--- src/rtl/ram_arb_pkg.sv ---
// ============================================================================
// ram_arb_pkg : shared types and constants for the two-port RAM arbiter
// Rev 1.0
// ============================================================================
`default_nettype none

package ram_arb_pkg;

  typedef enum logic [1:0] {
    ST_IDLE        = 2'd0,
    ST_LAST_CPU    = 2'd1,
    ST_LAST_HOST   = 2'd2,
    ST_HOST_LOCKED = 2'd3
  } arb_state_e;

  localparam logic REQ_CPU  = 1'b0;
  localparam logic REQ_HOST = 1'b1;

  localparam int STARVE_MAX_DEF = 8;

endpackage

`default_nettype wire

--- src/rtl/arb_wait_counter.sv ---
// ============================================================================
// arb_wait_counter : saturating count of cycles the host has waited for a grant
// Rev 1.0
// ============================================================================
`default_nettype none

module arb_wait_counter
  import ram_arb_pkg::*;
#(
  parameter int MAX = STARVE_MAX_DEF,
  parameter int CW  = $clog2(MAX + 1)
) (
  input  logic          clk,
  input  logic          reset,
  input  logic          inc_i,
  input  logic          clr_i,
  output logic [CW-1:0] cnt_o,
  output logic          sat_o
);

  logic [CW-1:0] cnt_q;
  logic [CW-1:0] cnt_d;

  assign sat_o = (cnt_q == CW'(MAX));
  assign cnt_o = cnt_q;

  always_comb begin
    cnt_d = cnt_q;
    if (clr_i) begin
      cnt_d = '0;
    end else if (inc_i && !sat_o) begin
      cnt_d = cnt_q + CW'(1);
    end
  end

  always_ff @(posedge clk) begin
    if (reset) begin
      cnt_q <= '0;
    end else begin
      cnt_q <= cnt_d;
    end
  end

endmodule

`default_nettype wire

--- src/rtl/ram_arbiter.sv ---
// ============================================================================
// ram_arbiter : CPU/host single-port RAM arbiter, CPU priority with host
// starvation escape. Optional host burst lock: RAM_ARB_HOST_LOCK_EN. Rev 1.0
// ============================================================================
`default_nettype none

module ram_arbiter
  import ram_arb_pkg::*;
#(
  parameter int ADDR_W     = 32,
  parameter int DATA_W     = 32,
  parameter int STARVE_MAX = STARVE_MAX_DEF
) (
  input  logic              clk,
  input  logic              reset,

  input  logic              cpu_req,
  input  logic              cpu_we,
  input  logic [ADDR_W-1:0] cpu_addr,
  input  logic [DATA_W-1:0] cpu_wdata,
  output logic              cpu_gnt,
  output logic              cpu_rvalid,
  output logic [DATA_W-1:0] cpu_rdata,

  input  logic              host_req,
  input  logic              host_we,
  input  logic [ADDR_W-1:0] host_addr,
  input  logic [DATA_W-1:0] host_wdata,
  input  logic              host_lock,
  output logic              host_gnt,
  output logic              host_rvalid,
  output logic [DATA_W-1:0] host_rdata,

  output logic              ram_read_enable,
  output logic              ram_write_enable,
  output logic [ADDR_W-1:0] ram_addr,
  output logic [DATA_W-1:0] ram_wdata,
  input  logic [DATA_W-1:0] ram_rdata
);

  localparam int CW = $clog2(STARVE_MAX + 1);

  arb_state_e        state_q, state_d;
  logic              ram_rd_en_q, ram_wr_en_q;
  logic [ADDR_W-1:0] ram_addr_q;
  logic [DATA_W-1:0] ram_wdata_q;
  logic              rd_tag_q;
  logic              cpu_rvalid_q, host_rvalid_q;

  logic              starved;
  logic              locked;
  logic              host_pri;
  logic              accept;
  logic              sel_we;
  logic [ADDR_W-1:0] sel_addr;
  logic [DATA_W-1:0] sel_wdata;
  logic [CW-1:0]     wait_cnt;

  arb_wait_counter #(
    .MAX (STARVE_MAX),
    .CW  (CW)
  ) u_wait (
    .clk   (clk),
    .reset (reset),
    .inc_i (host_req && !host_gnt),
    .clr_i (host_gnt),
    .cnt_o (wait_cnt),
    .sat_o (starved)
  );

`ifdef RAM_ARB_HOST_LOCK_EN
  assign locked = (state_q == ST_HOST_LOCKED);
`else
  logic unused_host_lock;
  assign locked           = 1'b0;
  assign unused_host_lock = host_lock;
`endif

  always_comb begin
    host_pri = !cpu_req || starved || locked;
    host_gnt = !reset && host_req && host_pri;
    // A locked host keeps the CPU out even on cycles it does not request.
    cpu_gnt  = !reset && cpu_req && !host_gnt && !locked;

    state_d = ST_IDLE;
    if (locked) begin
      state_d = host_lock ? ST_HOST_LOCKED : ST_LAST_HOST;
    end else if (host_gnt) begin
`ifdef RAM_ARB_HOST_LOCK_EN
      state_d = host_lock ? ST_HOST_LOCKED : ST_LAST_HOST;
`else
      state_d = ST_LAST_HOST;
`endif
    end else if (cpu_gnt) begin
      state_d = ST_LAST_CPU;
    end
  end

  assign accept    = cpu_gnt || host_gnt;
  assign sel_we    = host_gnt ? host_we    : cpu_we;
  assign sel_addr  = host_gnt ? host_addr  : cpu_addr;
  assign sel_wdata = host_gnt ? host_wdata : cpu_wdata;

  always_ff @(posedge clk) begin
    if (reset) begin
      state_q       <= ST_IDLE;
      ram_rd_en_q   <= 1'b0;
      ram_wr_en_q   <= 1'b0;
      ram_addr_q    <= '0;
      ram_wdata_q   <= '0;
      rd_tag_q      <= REQ_CPU;
      cpu_rvalid_q  <= 1'b0;
      host_rvalid_q <= 1'b0;
    end else begin
      state_q     <= state_d;
      ram_rd_en_q <= accept && !sel_we;
      ram_wr_en_q <= accept && sel_we;
      if (accept) begin
        ram_addr_q  <= sel_addr;
        ram_wdata_q <= sel_wdata;
        rd_tag_q    <= host_gnt ? REQ_HOST : REQ_CPU;
      end
      // RAM data lands one cycle after the strobe; the tag steers it home.
      cpu_rvalid_q  <= ram_rd_en_q && (rd_tag_q == REQ_CPU);
      host_rvalid_q <= ram_rd_en_q && (rd_tag_q == REQ_HOST);
    end
  end

  assign ram_read_enable  = ram_rd_en_q;
  assign ram_write_enable = ram_wr_en_q;
  assign ram_addr         = ram_addr_q;
  assign ram_wdata        = ram_wdata_q;

  assign cpu_rvalid  = cpu_rvalid_q;
  assign host_rvalid = host_rvalid_q;
  assign cpu_rdata   = cpu_rvalid_q  ? ram_rdata : '0;
  assign host_rdata  = host_rvalid_q ? ram_rdata : '0;

endmodule

`default_nettype wire

--- config.mk ---
export PLATFORM = sky130hd
export DESIGN_NAME = ram_arbiter
export DESIGN_NICKNAME = d
export VERILOG_FILES = /design/src/rtl/ram_arb_pkg.sv /design/src/rtl/arb_wait_counter.sv /design/src/rtl/ram_arbiter.sv
export SDC_FILE = /design/constraint.sdc
export NUM_CORES = 1
export LEC_CHECK = 0
export CORE_AREA = 5 5 113 115
export DETAILED_ROUTE_END_ITERATION = 10
export DIE_AREA = 0 0 118 120
export PLACE_DENSITY_LB_ADDON = 0.2
export SKIP_CTS_REPAIR_TIMING = 1
export SYNTH_ARGS = -nofsm -noshare
export SYNTH_HDL_FRONTEND = slang
export SYNTH_SLANG_ARGS = --single-unit
--- constraint.sdc ---
create_clock -name clk -period 2.35 [get_ports clk]
set_clock_uncertainty 0.05 [all_clocks]
set_input_delay 0.705 -clock clk [delete_from_list [all_inputs] [get_ports clk]]
set_output_delay 0.705 -clock clk [all_outputs]
set_load 0.1 [all_outputs]
### Yosys cells after proc, flatten, opt, wreduce, memory -nomap -nowiden

Index checks and enable logic that the tools add are counted.

| operators by class | value |
|---|---|
| add/sub/neg operators | 1 |
| equal/unequal tests | 1 |
| multiplexer cells | 6 |
| bitwise gates (word level) | 1 |
| reductions and logical operators | 18 |

Operators with widths:

| kind | number |
|---|---|
| two-way mux 32 bit | 4 |
| logical AND 1 bit | 10 |
| logical NOT 1 bit | 5 |
| adder 4 x 1 -> 4 bit, second input constant | 1 |
| == test 4 bit, second input constant | 1 |
| logical OR 1 bit | 2 |
| two-way mux 1 bit | 2 |
| OR reduction 2 bit | 1 |
| inverter 1 bit | 1 |

| storage, ports and cells | value |
|---|---|
| bits in registers | 73 |
| input port bits | 167 |
| output and inout bits | 134 |
| logic and storage cells | 35 |

### Depth between registers and ports, before layout

Gate-level depths: netlist of the first run.

| depth | value |
|---|---|
| depth in word-level cells | 7 |
| gate-level depth with buffers | 7 |
| mapped depth without buffers | 5 |

### By module

From an unflattened synthesis of the first run, not the netlist that was laid out.

| unflattened totals | value |
|---|---|
| cells, all modules | 414 |
| area, all modules | 3757.4 sq um |

Modules (own cells, without submodules):

| module | instances | cells each | area an instance (sq um) | seq. area each (sq um) |
|---|---|---|---|---|
| ram_arbiter | 1 | 389 | 3533.4 | 1381.3 |
| arb_wait_counter | 1 | 25 | 224.0 | 80.1 |

### Least setup slack after synthesis of the first run

Ideal clock, no wire load.

| timing | value |
|---|---|
| kind | input -> output |
| start point | input port reset |
| end point | output port cpu_gnt |
| arrival | 2.201 ns |
| data required time | 1.595 ns |
| path slack | -0.606 ns |
| stages on the path | 4 |
| path buffers | 2 |
| cell sequence | buf_2 > nand2b_1 > a21oi_2 > buf_1 |

| on the way | value |
|---|---|
| longest elaborated chain between the ends | 5 |
| elaborated cells on any way between the ends | 6 |
| classes of those cells | 6 x reduce/logical |

RTL lines:

| element | line | source |
|---|---|---|
| from (decl) | ram_arbiter.sv:15 | `input logic reset,` |
| logical NOT 1 bit (*) | ram_arbiter.sv:81, ram_arbiter.sv:83 |  |
| logical AND 1 bit (2 in series) | ram_arbiter.sv:81 | `host_gnt = !reset && host_req && host_pri;` |
| logical NOT 1 bit | ram_arbiter.sv:83 | `cpu_gnt = !reset && cpu_req && !host_gnt && !locked;` |
| logical AND 1 bit (*) | ram_arbiter.sv:83 |  |
| to (decl) | ram_arbiter.sv:21 | `output logic cpu_gnt,` |

Every way passes the cells marked *; elsewhere a longest branch is shown, timed or not.

### Worst setup path in the final report of the first run

| timing | value |
|---|---|
| start point | input port ram_rdata[0] |
| end point | output port host_rdata[0] |

| on the way | value |
|---|---|
| longest elaborated chain between the ends | 1 |

RTL lines:

| element | line | source |
|---|---|---|
| from (decl) | ram_arbiter.sv:38 | `input logic [DATA_W-1:0] ram_rdata` |
| two-way mux 32 bit | ram_arbiter.sv:137 | `assign host_rdata = host_rvalid_q ? ram_rdata : '0;` |
| to (decl) | ram_arbiter.sv:32 | `output logic [DATA_W-1:0] host_rdata,` |

No other way between the ends.

==> results of run 1 <==
-- sequential cells by signal (all words and copies together), names as in the netlist --
| register | flops |
|---|---|
| u_wait.cnt_o | 4 |
| cpu_rvalid | 1 |
| ram_wdata | 32 |
| ram_read_enable | 1 |
| ram_write_enable | 1 |
| rd_tag_q | 1 |
| host_rvalid | 1 |
| ram_addr | 32 |
-- cells by family (layout without fill, tap and decap cells) --
logic type | count (synthesis) | after routing | share of synthesized area (%)
simple gates | 147 | 147 | 28.1
compound gates | 75 | 75 | 21.6
flops | 73 | 73 | 43.9
buf+inv | 34 | 334 | 5.57
fa+ha+maj | 2 | 2 | 0.752
-- final timing paths --
kind	depth (start not counted)	from	slack (ps)	end
hold / removal	1	rd_tag_q	390	cpu_rvalid
setup reg to reg	6	u_wait.cnt_o[0]	340	ram_addr[3]
setup / recovery	3	ram_rdata[0]	10	host_rdata[0]
hold reg to reg	1	rd_tag_q	390	cpu_rvalid
-- report_power, final --
part	switching, uW	internal, uW	leakage, uW
combinational	950	521	0.00241
clock	505	820	0.000139
sequential	52.6	1330	0.000606
total	1510	2670	0.00316
-- critical path, stage by stage --
cell	delay [ps]
clkdlybuf4s50_1	520
and2_2	180
buf_12	170
-- synth_stat cells, drive strengths merged, types with 2 or more instances --
master	instances	area [sq um]
a22o	2	17.5
clkbuf	14	52.6
and3b	2	17.5
nor2b	2	12.5
inv	5	18.8
a221o	64	641
buf	15	114
nand2	5	18.8
and2	128	801
nand4	4	25.0
dfxtp	73	1460
a21oi	5	28.8
ha	2	25.0
-- per-layer routing --
metal,GRT usage (%),wire (um),up-vias
li1,-,-,1793
met1,22.5,5510,1757
met3,8.01,1330,15
met5,0,0,-
met4,5.73,156,0
met2,35.4,7610,202
-- area by class of cell --
type                            instances  area [sq um]
Sequential cell                        73          1470
Tap cell                              147           184
Fill cell                             903          4310
Timing Repair Buffer                  313          3660
Clock buffer                           11           233
Multi-Input combinational cell        224          1790
Clock inverter                          5          56.3
Inverter                                5          18.8
-- through the flow --
stage / setup TNS [ps] / utilization, % / instance area (sq um) / total power [uW] / setup WS, ps
5_1_grt: -12.7 / 63.2 / 7410 / 4340 / -12.7
4_1_cts: -420 / 62.9 / 7370 / 4230 / -232
3_5_place_dp: -17660 / 60.4 / 7080 / 2880 / -278
3_3_place_gp: -16190 / 60.4 / 7080 / 2870 / -244
6_report: 0 / 63.2 / 7410 / 4180 / 13.2
2_1_floorplan: -75.9 / - / 3410 / 2310 / -75.9
==> results.rst, run 1 <==
.. list-table::
   :header-rows: 1

   * - Metric
     - Value
   * - Outcome
     - finished clean
   * - Warnings from Yosys
     - 0
   * - Average vias per placed instance
     - 4.84
   * - Time the final worst path needs with I/O delays and setup
     - 2340 ps
   * - Startpoint Class
     - input pin
   * - Commonest non-fill, non-tap cell in the layout
     - clkdlybuf4s50_1
   * - Final setup vio count
     - 0
   * - Via count of the first global-routing pass
     - 3,895
   * - Fin nets
     - 795
   * - Count of TritonRoute iterations in the first routing pass
     - 4
   * - First-pass GRT wire length
     - 22.5 mm
   * - Area of the placeable core
     - 11,700 sq um
   * - # diodes
     - 0
   * - Width of the die
     - 118 um
   * - Initial antenna violation count
     - 0
   * - Number of maximum-capacitance constraint violations
     - 0
   * - FP Rows
     - 40
   * - Sum of net half-perimeters after detailed placement
     - 11.8 mm
   * - Clock transition time at the flip-flop clock pins of the worst setup and hold paths
     - 50 ps
   * - Post-synthesis cell type count
     - 28
   * - Synthesized flop and latch total
     - 73
   * - Remaining antenna violation count
     - 0
   * - Slew HR
     - 52.6%
   * - Crit share post-route
     - 99.4%
   * - Synthesized Nets
     - 500
   * - Fraction of layout instances using a drive strength above 1
     - 37.7%
   * - DRT Wirelength
     - 14.6 mm
   * - Count of vias placed by the detailed router
     - 3,767
   * - Die Footprint
     - 14,200 sq um
   * - Syn Std Cell Area
     - 3330 sq um
   * - Worst hold slack after final layout
     - 391 ps
   * - Ports
     - 301
   * - Share of the yosys chip area belonging to registers
     - 43.9%
   * - Port Buffers
     - 299
   * - Root buffer cell
     - clkbuf_16
   * - Signed area change from the synthesized netlist to the final layout
     - 123%
   * - Drt wl/cell
     - 18.8 um
   * - Number of design-rule violations left by the first detailed-router iteration
     - 177
   * - Setup Crit Path Kind
     - in2out
   * - Final GP Congestion
     - 0.847
   * - Most used cells in the layout excluding fill and tap cells
     - 161 x clkdlybuf4s50_1, 77 x buf_4, 71 x buf_12
   * - Arr. time, crit path
     - 1580 ps
   * - Max Freq
     - 428 MHz
   * - Share of synthesized registers carrying an async set or reset
     - 0%
   * - Post-detailed-route DRC marker count
     - 0
   * - Mean instance size in the synthesized netlist
     - 10.0 sq um
   * - Worst endpoint required time
     - 1590 ps
   * - TritonCTS Buffers
     - 9
   * - Buffer levels on the longest clock path
     - 2
   * - Crit end category
     - output port
   * - Number of hold-slack violations in the final timing report
     - 0
   * - Number of sinks driven by the clock tree
     - 73
   * - Worst Path Max Fanout
     - 2
   * - Worst-case vdd ir drop
     - 0.318 mV
   * - Number of placed instances, taps included
     - 760
   * - Count of flip-flops with a built-in enable after synthesis
     - 0
   * - Pwr/cell area
     - 564 nW/um^2
   * - Class of the tightest hold or removal check
     - reg2reg
   * - Dominant synthesized flop cell
     - dfxtp_1
   * - Worst-skew pair later-pin latency
     - 320 ps
   * - Global route overflow
     - 0
   * - Leakage power
     - 0.00316 uW
   * - Effective utilization at floorplan
     - 28.4%
   * - Max-slew violation total from the final report
     - 0
   * - Die Height
     - 120 um
   * - Largest net degree at the start of global routing
     - 67
   * - Overall global routing resource usage
     - 20.2%
   * - Post-route non-filler standard cell count
     - 778
   * - H-tree levels
     - 3
   * - Gate count after technology mapping
     - 331
   * - Worst Max-Slew Pin Slew
     - 711 ps
   * - CTS tree
     - yes
(Power assumes the default switching activity.)
==> inputs of run 2 (changes only) <==
--- a/config.mk
+++ b/config.mk
@@ -5,9 +5,10 @@
 export SDC_FILE = /design/constraint.sdc
 export NUM_CORES = 1
 export LEC_CHECK = 0
-export CORE_AREA = 5 5 113 115
+export CORE_AREA = 5 5 115 117
 export DETAILED_ROUTE_END_ITERATION = 10
-export DIE_AREA = 0 0 118 120
+export DIE_AREA = 0 0 120 122
+export GPL_ROUTABILITY_DRIVEN = 0
 export PLACE_DENSITY_LB_ADDON = 0.2
 export SKIP_CTS_REPAIR_TIMING = 1
 export SYNTH_ARGS = -nofsm -noshare
==> results.rst, run 2 (synthesized netlist as in run 1, its figures left out) <==
.. list-table::
   :header-rows: 1

   * - Metric
     - Value
   * - Die Footprint
     - 14,600 sq um
   * - Reg2Reg Depth
     - 7
   * - Count of TritonRoute iterations in the first routing pass
     - 4
   * - Most used cells in the layout excluding fill and tap cells
     - 161 x clkdlybuf4s50_1, 75 x buf_4, 71 x buf_12
   * - Time the final worst path needs with I/O delays and setup
     - 2330 ps
   * - Worst-case vdd ir drop
     - 0.334 mV
   * - Max-slew violation total from the final report
     - 0
   * - Crit Reg-Reg Startpoint
     - u_wait.cnt_o[0]
   * - FP Rows
     - 41
   * - Worst-case register-to-register setup slack
     - 470 ps
   * - Capturing instance or port of the critical path
     - host_rdata[14]
   * - Area of the placeable core
     - 12,300 sq um
   * - Setup TNS after final layout
     - 0 ps
   * - Clock transition time at the flip-flop clock pins of the worst setup and hold paths
     - 60 ps
   * - Switch share
     - 37.6%
   * - Part of the total power dissipated in sequential elements
     - 33.5%
   * - Top routing layer used
     - met4
   * - Setup Crit Path Kind
     - in2out
   * - Overall global routing resource usage
     - 18.5%
   * - Worst hold slack after final layout
     - 390 ps
   * - Sum of net half-perimeters after detailed placement
     - 11.5 mm
   * - Filler Cells Inserted
     - 1,017
   * - Beginning of the critical path
     - ram_rdata[14]
   * - First-pass GRT wire length
     - 21.1 mm
   * - Switch Pwr
     - 1540 uW
   * - Die Height
     - 122 um
   * - Internal power
     - 2560 uW
   * - Worst min-delay path startpoint
     - rd_tag_q
   * - Signed area change from the synthesized netlist to the final layout
     - 122%
   * - CTS tree
     - yes
   * - DRT Wirelength
     - 14.5 mm
   * - Met3 wire length
     - 1.34 mm
   * - Routed metal-1 wire length
     - 5.68 mm
   * - Post-route total power
     - 4100 uW
   * - Startpoint Class
     - input pin
   * - Worst Path Max Fanout
     - 2
   * - Drt wl/cell
     - 18.7 um
   * - Number of design-rule violations left by the first detailed-router iteration
     - 130
   * - Port Buffers
     - 299
   * - Slew HR
     - 66.0%
   * - Global route overflow
     - 0
   * - Arr. time, crit path
     - 1580 ps
   * - Count of vias placed by the detailed router
     - 3,737
   * - Initial antenna violation count
     - 0
   * - Root buffer cell
     - clkbuf_16
   * - Post-detailed-route DRC marker count
     - 0
   * - Number of maximum-capacitance constraint violations
     - 0
   * - Buffer levels on the longest clock path
     - 2
   * - Leakage power
     - 0.00315 uW
   * - Number of sinks driven by the clock tree
     - 73
   * - Ports
     - 301
   * - Crit end category
     - output port
   * - Number of hold-slack violations in the final timing report
     - 0
   * - Max Freq
     - 429 MHz
   * - Power share of the combinational group
     - 36.0%
   * - Average vias per placed instance
     - 4.80
   * - RR Endpoint
     - ram_addr[30]
   * - H-tree levels
     - 3
   * - # diodes
     - 0
   * - Commonest non-fill, non-tap cell in the layout
     - clkdlybuf4s50_1
   * - Worst Max-Slew Pin Slew
     - 511 ps
   * - Effective utilization at floorplan
     - 27.1%
   * - Pwr/cell area
     - 556 nW/um^2
   * - Fraction of layout instances using a drive strength above 1
     - 38.0%
   * - Clock share of power
     - 30.4%
   * - Fin nets
     - 793
   * - Final setup vio count
     - 0
   * - Class of the tightest hold or removal check
     - reg2reg
   * - Placed cell areas
     - 7070 sq um
   * - Cell area after layout
     - 7380 sq um
   * - Width of the die
     - 120 um
   * - TritonCTS Buffers
     - 9
   * - Crit share post-route
     - 99.2%
   * - Worst Slack Setup Final
     - 19.3 ps
   * - Setup WS pre-CTS
     - -199 ps
   * - Worst endpoint required time
     - 1590 ps
   * - Worst-skew pair later-pin latency
     - 330 ps
   * - Outcome
     - finished clean
   * - Met2 WL post-DR
     - 7.35 mm
   * - Via count of the first global-routing pass
     - 3,779
   * - Remaining antenna violation count
     - 0
   * - Largest net degree at the start of global routing
     - 46
## run 2: cell types whose count changed in the layout (fill, tap and decap cells not counted)
cell / change
buf_4: -2
bufinv_16: -1
clkbuf_1: -2
clkinv_2: +2
inv_6: +1
nand2b_1: -1
nand2b_4: +1
## run 2: worst min path at each step
stage / endpoint / cells past startpoint
floorplan: cpu_rvalid / 1
global route: cpu_rvalid / 1
global placement: cpu_rvalid / 1
detailed placement: cpu_rvalid / 1
finish: cpu_rvalid / 1
CTS: cpu_rvalid / 1
## run 2: cell type report
type	count	area, sq um	area share (%)
Timing Repair Buffer	311	3650	49.4
Multi-Input combinational cell	224	1790	24.3
Clock buffer	9	225	3.05
Tap cell	150	188	2.54
Clock inverter	7	45.0	0.610
Inverter	5	18.8	0.254
Sequential cell	73	1470	19.9
## run 2: worst max-delay path, stage by stage
cell and delay, ps:
clkdlybuf4s50_1 510, and2_2 180, buf_12 170
## run 2: routing by layer
metal  vias to the layer above  global-route usage [%]
li1                       1781                       -
met4                         0                    4.80
met1                      1737                    20.6
met2                       208                    33.5
met5                         -                       0
met3                        11                    6.78
## run 2: power by group through the flow
stage	Clock, uW	Combinational, uW	Sequential, uW
final	1250	1480	1380
after global routing	1340	1520	1390
after CTS	1280	1480	1380
after detailed placement	0	1480	1400
after global placement	0	1470	1400
after floorplan	0	301	2010
## run 2: through the flow
step	util, %	instances
final	60.2	779
after global routing	60.2	779
after CTS	59.9	778
after detailed placement	57.7	762
after global placement	57.7	762
after floorplan	-	331
